### config.mk
export PLATFORM = sky130hd
export DESIGN_NAME = heap_sift_stage
export DESIGN_NICKNAME = d
export VERILOG_FILES = /design/src/rtl/heap_sift_stage.sv
export SDC_FILE = /design/constraint.sdc
export NUM_CORES = 1
export LEC_CHECK = 0
export ABC_AREA = 1
export BUFFER_PORTS_ARGS = -buffer_cell sky130_fd_sc_hd__buf_4
export CAP_MARGIN = 10
export CORE_UTILIZATION = 51
export CTS_BUF_LIST = sky130_fd_sc_hd__clkbuf_16
export CTS_CLUSTER_SIZE = 16
export DETAILED_ROUTE_END_ITERATION = 7
export PLACE_DENSITY = 0.89
export SLEW_MARGIN = 40
export SYNTH_ARGS = -nofsm -noshare
export SYNTH_HDL_FRONTEND = slang
export SYNTH_SLANG_ARGS = --single-unit
### constraint.sdc
create_clock -name clk -period 3.9 [get_ports clk]
set_input_delay 0.195 -clock clk [delete_from_list [all_inputs] [get_ports clk]]
set_output_delay 0.195 -clock clk [all_outputs]
set_load 0.01 [all_outputs]
### src/rtl/heap_sift_stage.sv
// One level of a pipelined binary-heap sift-down. A value arriving from the
// parent level is compared with its two children in this level's memory. The
// smaller of (value, smaller child) goes back up to the parent slot. If the
// value moved, it continues down to the child stage, or is stored directly
// when this is the deepest level.
module heap_sift_stage #(
  parameter int DATA_WIDTH = 32,
  parameter int ADDR_WIDTH = 5,
  parameter int LEVEL      = 1,
  parameter int LAST       = 0
) (
  input  logic                  clk,
  input  logic                  rst,
  // value sifting down from the parent stage
  input  logic                  in_valid,
  output logic                  in_ready,
  input  logic [DATA_WIDTH-1:0] in_data,
  input  logic [ADDR_WIDTH-1:0] in_pos,
  // writeback into the parent level memory
  output logic                  up_valid,
  input  logic                  up_ready,
  output logic [ADDR_WIDTH-1:0] up_addr,
  output logic [DATA_WIDTH-1:0] up_data,
  // forward to the child stage
  output logic                  out_valid,
  input  logic                  out_ready,
  output logic [DATA_WIDTH-1:0] out_data,
  output logic [ADDR_WIDTH-1:0] out_pos,
  // child's writeback into this level
  input  logic                  wb_valid,
  output logic                  wb_ready,
  input  logic [ADDR_WIDTH-1:0] wb_addr,
  input  logic [DATA_WIDTH-1:0] wb_data,
  // level memory (combinational read, write on clk edge)
  output logic [ADDR_WIDTH-1:0] ram_addr_a,
  output logic [ADDR_WIDTH-1:0] ram_addr_b,
  output logic [DATA_WIDTH-1:0] ram_data_a,
  output logic [DATA_WIDTH-1:0] ram_data_b,
  output logic                  ram_we_a,
  output logic                  ram_we_b,
  input  logic [DATA_WIDTH-1:0] ram_q_a,
  input  logic [DATA_WIDTH-1:0] ram_q_b,
  output logic                  init_done
);

  localparam int MEM_SIZE = 1 << LEVEL;
  localparam logic [ADDR_WIDTH-1:0] LAST_ADDR = ADDR_WIDTH'(MEM_SIZE - 1);
  localparam bit IS_LAST = (LAST != 0);

  typedef enum logic [2:0] {
    INIT, IDLE, READ, CMP, UP, FWD, WAIT_WB
  } state_t;

  state_t                  state_q, state_d;
  logic [ADDR_WIDTH-1:0]   init_addr_q, init_addr_d;
  logic                    init_done_q, init_done_d;
  logic [DATA_WIDTH-1:0]   v_q, v_d;
  logic [ADDR_WIDTH-1:0]   p_q, p_d;
  logic [DATA_WIDTH-1:0]   qa_q, qa_d;
  logic [DATA_WIDTH-1:0]   qb_q, qb_d;
  logic [DATA_WIDTH-1:0]   up_data_q, up_data_d;
  logic [ADDR_WIDTH-1:0]   child_q, child_d;
  logic                    moved_q, moved_d;

  // Children of p sit at 2p and 2p+1, truncated to the address width.
  logic [ADDR_WIDTH-1:0] child_a, child_b;
  logic                  take_b;
  logic [DATA_WIDTH-1:0] min_val;
  assign child_a = p_q << 1;
  assign child_b = child_a | ADDR_WIDTH'(1);
  // Ties select child a, so only a strictly smaller b wins.
  assign take_b  = (qb_q < qa_q);
  assign min_val = take_b ? qb_q : qa_q;

  // State and datapath registers, forced back to the init sweep by rst.
  always_ff @(posedge clk) begin
    if (rst) begin
      state_q     <= INIT;
      init_addr_q <= '0;
      init_done_q <= 1'b0;
      v_q         <= '0;
      p_q         <= '0;
      qa_q        <= '0;
      qb_q        <= '0;
      up_data_q   <= '0;
      child_q     <= '0;
      moved_q     <= 1'b0;
    end else begin
      state_q     <= state_d;
      init_addr_q <= init_addr_d;
      init_done_q <= init_done_d;
      v_q         <= v_d;
      p_q         <= p_d;
      qa_q        <= qa_d;
      qb_q        <= qb_d;
      up_data_q   <= up_data_d;
      child_q     <= child_d;
      moved_q     <= moved_d;
    end
  end

  // Next-state and datapath capture.
  always_comb begin
    state_d     = state_q;
    init_addr_d = init_addr_q;
    init_done_d = init_done_q;
    v_d         = v_q;
    p_d         = p_q;
    qa_d        = qa_q;
    qb_d        = qb_q;
    up_data_d   = up_data_q;
    child_d     = child_q;
    moved_d     = moved_q;
    case (state_q)
      INIT: begin
        if (init_addr_q == LAST_ADDR) begin
          init_done_d = 1'b1;
          state_d     = IDLE;
        end else begin
          init_addr_d = init_addr_q + ADDR_WIDTH'(1);
        end
      end
      IDLE: begin
        if (in_valid) begin
          v_d     = in_data;
          p_d     = in_pos;
          state_d = READ;
        end
      end
      READ: begin
        qa_d    = ram_q_a;
        qb_d    = ram_q_b;
        state_d = CMP;
      end
      CMP: begin
        // Strict compare: a value equal to the smaller child stays put,
        // which keeps an all-ones input from sinking past empty slots.
        moved_d   = (v_q > min_val);
        up_data_d = (v_q > min_val) ? min_val : v_q;
        child_d   = take_b ? child_b : child_a;
        state_d   = UP;
      end
      UP: begin
        if (up_ready) begin
          if (!moved_q || IS_LAST) state_d = IDLE;
          else                     state_d = FWD;
        end
      end
      FWD: begin
        if (out_ready) state_d = WAIT_WB;
      end
      WAIT_WB: begin
        if (wb_valid) state_d = IDLE;
      end
      default: state_d = INIT;
    endcase
  end

  // Outputs decoded from state and registers; everything held low in reset.
  always_comb begin
    in_ready   = 1'b0;
    up_valid   = 1'b0;
    up_addr    = '0;
    up_data    = '0;
    out_valid  = 1'b0;
    out_data   = '0;
    out_pos    = '0;
    wb_ready   = 1'b0;
    ram_addr_a = '0;
    ram_addr_b = '0;
    ram_data_a = '0;
    ram_data_b = '0;
    ram_we_a   = 1'b0;
    ram_we_b   = 1'b0;
    init_done  = 1'b0;
    if (!rst) begin
      init_done = init_done_q;
      up_addr   = p_q;
      up_data   = up_data_q;
      out_data  = v_q;
      out_pos   = child_q;
      case (state_q)
        INIT: begin
          ram_addr_a = init_addr_q;
          ram_data_a = '1;
          ram_we_a   = 1'b1;
        end
        IDLE: in_ready = 1'b1;
        READ: begin
          ram_addr_a = child_a;
          ram_addr_b = child_b;
        end
        UP: begin
          up_valid = 1'b1;
          // Deepest level: the displaced value lands in its child slot
          // in the same cycle the parent accepts the writeback.
          if (IS_LAST && moved_q && up_ready) begin
            ram_addr_a = child_q;
            ram_data_a = v_q;
            ram_we_a   = 1'b1;
          end
        end
        FWD: out_valid = 1'b1;
        WAIT_WB: begin
          wb_ready   = 1'b1;
          ram_addr_b = wb_addr;
          ram_data_b = wb_data;
          ram_we_b   = wb_valid;
        end
        default: ;
      endcase
    end
  end

endmodule

==> metrics.json <==
{
  "post_synth_main_area_contributors": "sky130_fd_sc_hd__dfxtp_1, sky130_fd_sc_hd__nand2_1, sky130_fd_sc_hd__ha_1",
  "layout.nets": 1773,
  "synthesis.area_per_instance_um2": 6.72,
  "dr_total_vias": 9687,
  "worst_pin_slew_ns": 0.656,
  "cts.root.buffer_cell": "sky130_fd_sc_hd__clkbuf_16",
  "grt.total_usage_pct": 32.2,
  "final.setup.worst_slack_ns": 0.145,
  "synth_cell_type_count": 34,
  "cts_made_buffers": 17,
  "async_reset_ff_share_pct": 0,
  "cts_tree": "done",
  "die_height_um": 133,
  "report.final.setup_viol": 0,
  "ant_nets": 0,
  "rows": 47,
  "clock_sink_total": 148,
  "num_io_pins": 299,
  "hold_viol_final": 0,
  "clk-insertion-delay-late_ns": 0.44,
  "path_class": "flip-flop to flip-flop",
  "drt-vias-per-instance": 5.39,
  "antenna_violations_before_repair": 0,
  "p_leak_nw": 5.64,
  "maxSlewViolCount": 0,
  "cts_max_level": 4,
  "finClkSkew_ns": 0.0115,
  "outcome": "complete, no violations",
  "area_growth_from_synthesis_to_final_layout_pct": 36.5,
  "maximum_number_of_pins_on_one_net_before_global_route_repair": 115,
  "synth-main-ff-cell": "sky130_fd_sc_hd__dfxtp_1",
  "synthCells": 1300,
  "synth.ff_latch_count": 148,
  "dp.final_hpwl_mm": 21.1,
  "placedCellCount": 1731,
  "dieArea_um2": 17700,
  "port-buffer-count": 298,
  "post-route-util_pct": 71.7,
  "hp-class": "primary input to flip-flop",
  "total_power_mw": 10.9,
  "chipWidth_um": 133,
  "synth_area_leader_cell": "sky130_fd_sc_hd__dfxtp_1",
  "layout_min_cycle_time_ns": 3.75,
  "globalplace.congestion": 0.924,
  "area_share_of_the_largest_cell_type_after_synthesis_pct": 33.9,
  "synth_area_um2": 8740,
  "clock_path_buffers": 2,
  "first_global_vias": 9050,
  "syn-num-nets": 1509,
  "final_min_period_over_clock_period_pct": 96.3,
  "synth_seq_area_share_pct": 33.9,
  "wire_length_of_the_first_global_routing_pass_mm": 44.5,
  "vdd_ir_max_v": 0.000850,
  "power.density_nw_per_um2": 912,
  "first_pass_iters": 5,
  "synth-warning-count": 0,
  "maxCapViolations": 0,
  "n_antenna_cell": 0,
  "crit_fanout": 16,
  "hold_slack_ns": 0.00258,
  "wl_per_cell_um": 16.8,
  "drtIter0Drc": 647,
  "clk_pin_slew_ns": 0.06,
  "drt-total-wl_mm": 30.2,
  "final_layout_size_suffix_gt1_share_pct": 25.4,
  "clock.fmax_mhz": 266,
  "crit_end_element": "flip-flop",
  "final_routed_drc_violation_total": 0,
  "critical_path.startpoint_type": "flip-flop",
  "starting_density_of_the_core_pct": 52.5,
  "dpl_worst_slack_ns": 0.0544,
  "stdcell_count": 1797,
  "grt.overflow.total": 0,
  "worst_max_slew_margin_expressed_relative_to_the_limit_pct": 56.2,
  "critical_path_arrival_ns": 4.08,
  "synth-edff-count": 0,
  "worst_ep_required_time_ns": 4.23,
  "layout.filler_cells": 1363,
  "placeableCoreArea_um2": 16600
}
-- cells by family (layout without fill, tap and decap cells) --
logic type      count (synthesis)  count (layout)  synth area share [%]
simple gates                  561             562                  27.6
fa+ha+maj                      65              65                  9.31
compound gates                281             281                  16.4
flops                         148             148                  33.9
buf+inv                       245             521                  12.8
-- cell usage in the layout, fill, tap and decap left out, drive strengths merged --
master       instances
nand3               69
clkbuf              19
nand4                5
dlygate4sd3         18
clkinv              10
ha                  65
nand2              246
a21oi              146
inv                141
a31oi                1
nor2               203
o21a                 3
o22ai                2
o21ai              127
nor3                 8
a21o                 1
clkinvlp             1
bufinv               4
and2                31
dfxtp              148
buf                328
a41oi                1
-- layer usage --
metal | global-route usage [%] | up-vias | share of wire (%)
met4 | 21.0 | 0 | 5.3
met1 | 34.7 | 4436 | 38
met5 | 0 | - | 0
met3 | 5.67 | 101 | 6.8
li1 | - | 4675 | -
met2 | 57.8 | 475 | 50
-- worst paths after layout --
check	to	slack (ns)	start	depth (start not counted)
max	up_data_q[28]$_SDFFE_PP0P_	0.15	qa_q[25]$_SDFFE_PP0N_	24
min	qb_q[6]$_SDFFE_PP0N_	0.003	ram_q_b[6]	3
max reg2reg	up_data_q[28]$_SDFFE_PP0P_	0.15	qa_q[25]$_SDFFE_PP0N_	24
min reg2reg	init_addr_q[4]$_SDFFE_PP0P_	0.47	init_addr_q[3]$_SDFFE_PP0P_	1
-- critical path, stage by stage, from the launching register on --
cell                      delay, ns
sky130_fd_sc_hd__dfxtp_1       0.33
sky130_fd_sc_hd__inv_1         0.07
sky130_fd_sc_hd__ha_1          0.31
sky130_fd_sc_hd__a21oi_1       0.07
sky130_fd_sc_hd__o21ai_0       0.22
sky130_fd_sc_hd__nand2_1       0.09
sky130_fd_sc_hd__nand2_1       0.13
sky130_fd_sc_hd__a21oi_4       0.06
sky130_fd_sc_hd__buf_12        0.13
sky130_fd_sc_hd__buf_12        0.12
sky130_fd_sc_hd__nand2_4       0.21
sky130_fd_sc_hd__nand2_1       0.10
sky130_fd_sc_hd__and2_1        0.15
sky130_fd_sc_hd__ha_1          0.28
sky130_fd_sc_hd__nand2_1       0.09
sky130_fd_sc_hd__nor2_2        0.13
sky130_fd_sc_hd__nand4_1       0.15
sky130_fd_sc_hd__nor2_2        0.22
sky130_fd_sc_hd__nand2_1       0.10
sky130_fd_sc_hd__nand2_2       0.12
sky130_fd_sc_hd__nand2_8       0.11
sky130_fd_sc_hd__inv_6         0.20
sky130_fd_sc_hd__nand3_1       0.13
sky130_fd_sc_hd__nand2_1       0.07
sky130_fd_sc_hd__nand2_1       0.04
-- flip-flops by register name (all words and copies together) (netlist names) --
register and cells:
qa_q 32, qb_q 32, up_data_q 32, v_q 32, child_q 5, init_addr_q 5
p_q 5, state_q 3, init_done_q 1, moved_q 1
-- cells in the mapped netlist (5+ instances only) --
cell type,number
sky130_fd_sc_hd__nor2_1,199
sky130_fd_sc_hd__inv_1,134
sky130_fd_sc_hd__nand3_1,59
sky130_fd_sc_hd__clkbuf_1,40
sky130_fd_sc_hd__buf_4,38
sky130_fd_sc_hd__o21ai_0,124
sky130_fd_sc_hd__nand2_1,239
sky130_fd_sc_hd__buf_2,19
sky130_fd_sc_hd__and2_1,31
sky130_fd_sc_hd__ha_1,65
sky130_fd_sc_hd__dfxtp_1,148
sky130_fd_sc_hd__a21oi_1,145
sky130_fd_sc_hd__nor3_1,5
sky130_fd_sc_hd__nand3_2,10
-- metrics by stage --
step	setup TNS [ns]	cell area (µm²)
after global placement	0	10800
final	0	11900
after floorplan	0	8740
after CTS	0	11600
after global routing	-0.751	11900
after detailed placement	0	10800
-- where the power goes --
part           internal [mW]  switching [mW]  total [mW]
combinational           2.85            4.37        7.22
clock                   1.05           0.640        1.69
sequential              1.78           0.187        1.97
total                   5.68            5.20        10.9
-- what timing repair did --
item | 4_1_cts | 5_1_grt
endpoints found under the hold margin | 18 | 0
resized for setup | 0 | 26
hold buffers | 18 | 0
setup endpoints to repair | 0 | 33
setup buffers | 0 | 10
-- cell type report --
cell class              count  area [µm²]  area share [%]
inverters                 140         539            4.52
well taps                 220         275            2.31
multi-input cells         908        4770            40.0
flip-flops and latches    148        2960            24.8
repair inverters            1        8.76          0.0734
clock buffers              17         425            3.57
repair buffers            348        2780            23.3
clock inverters            15         173            1.45
No activity file was read; power rests on OpenSTA's default activity.
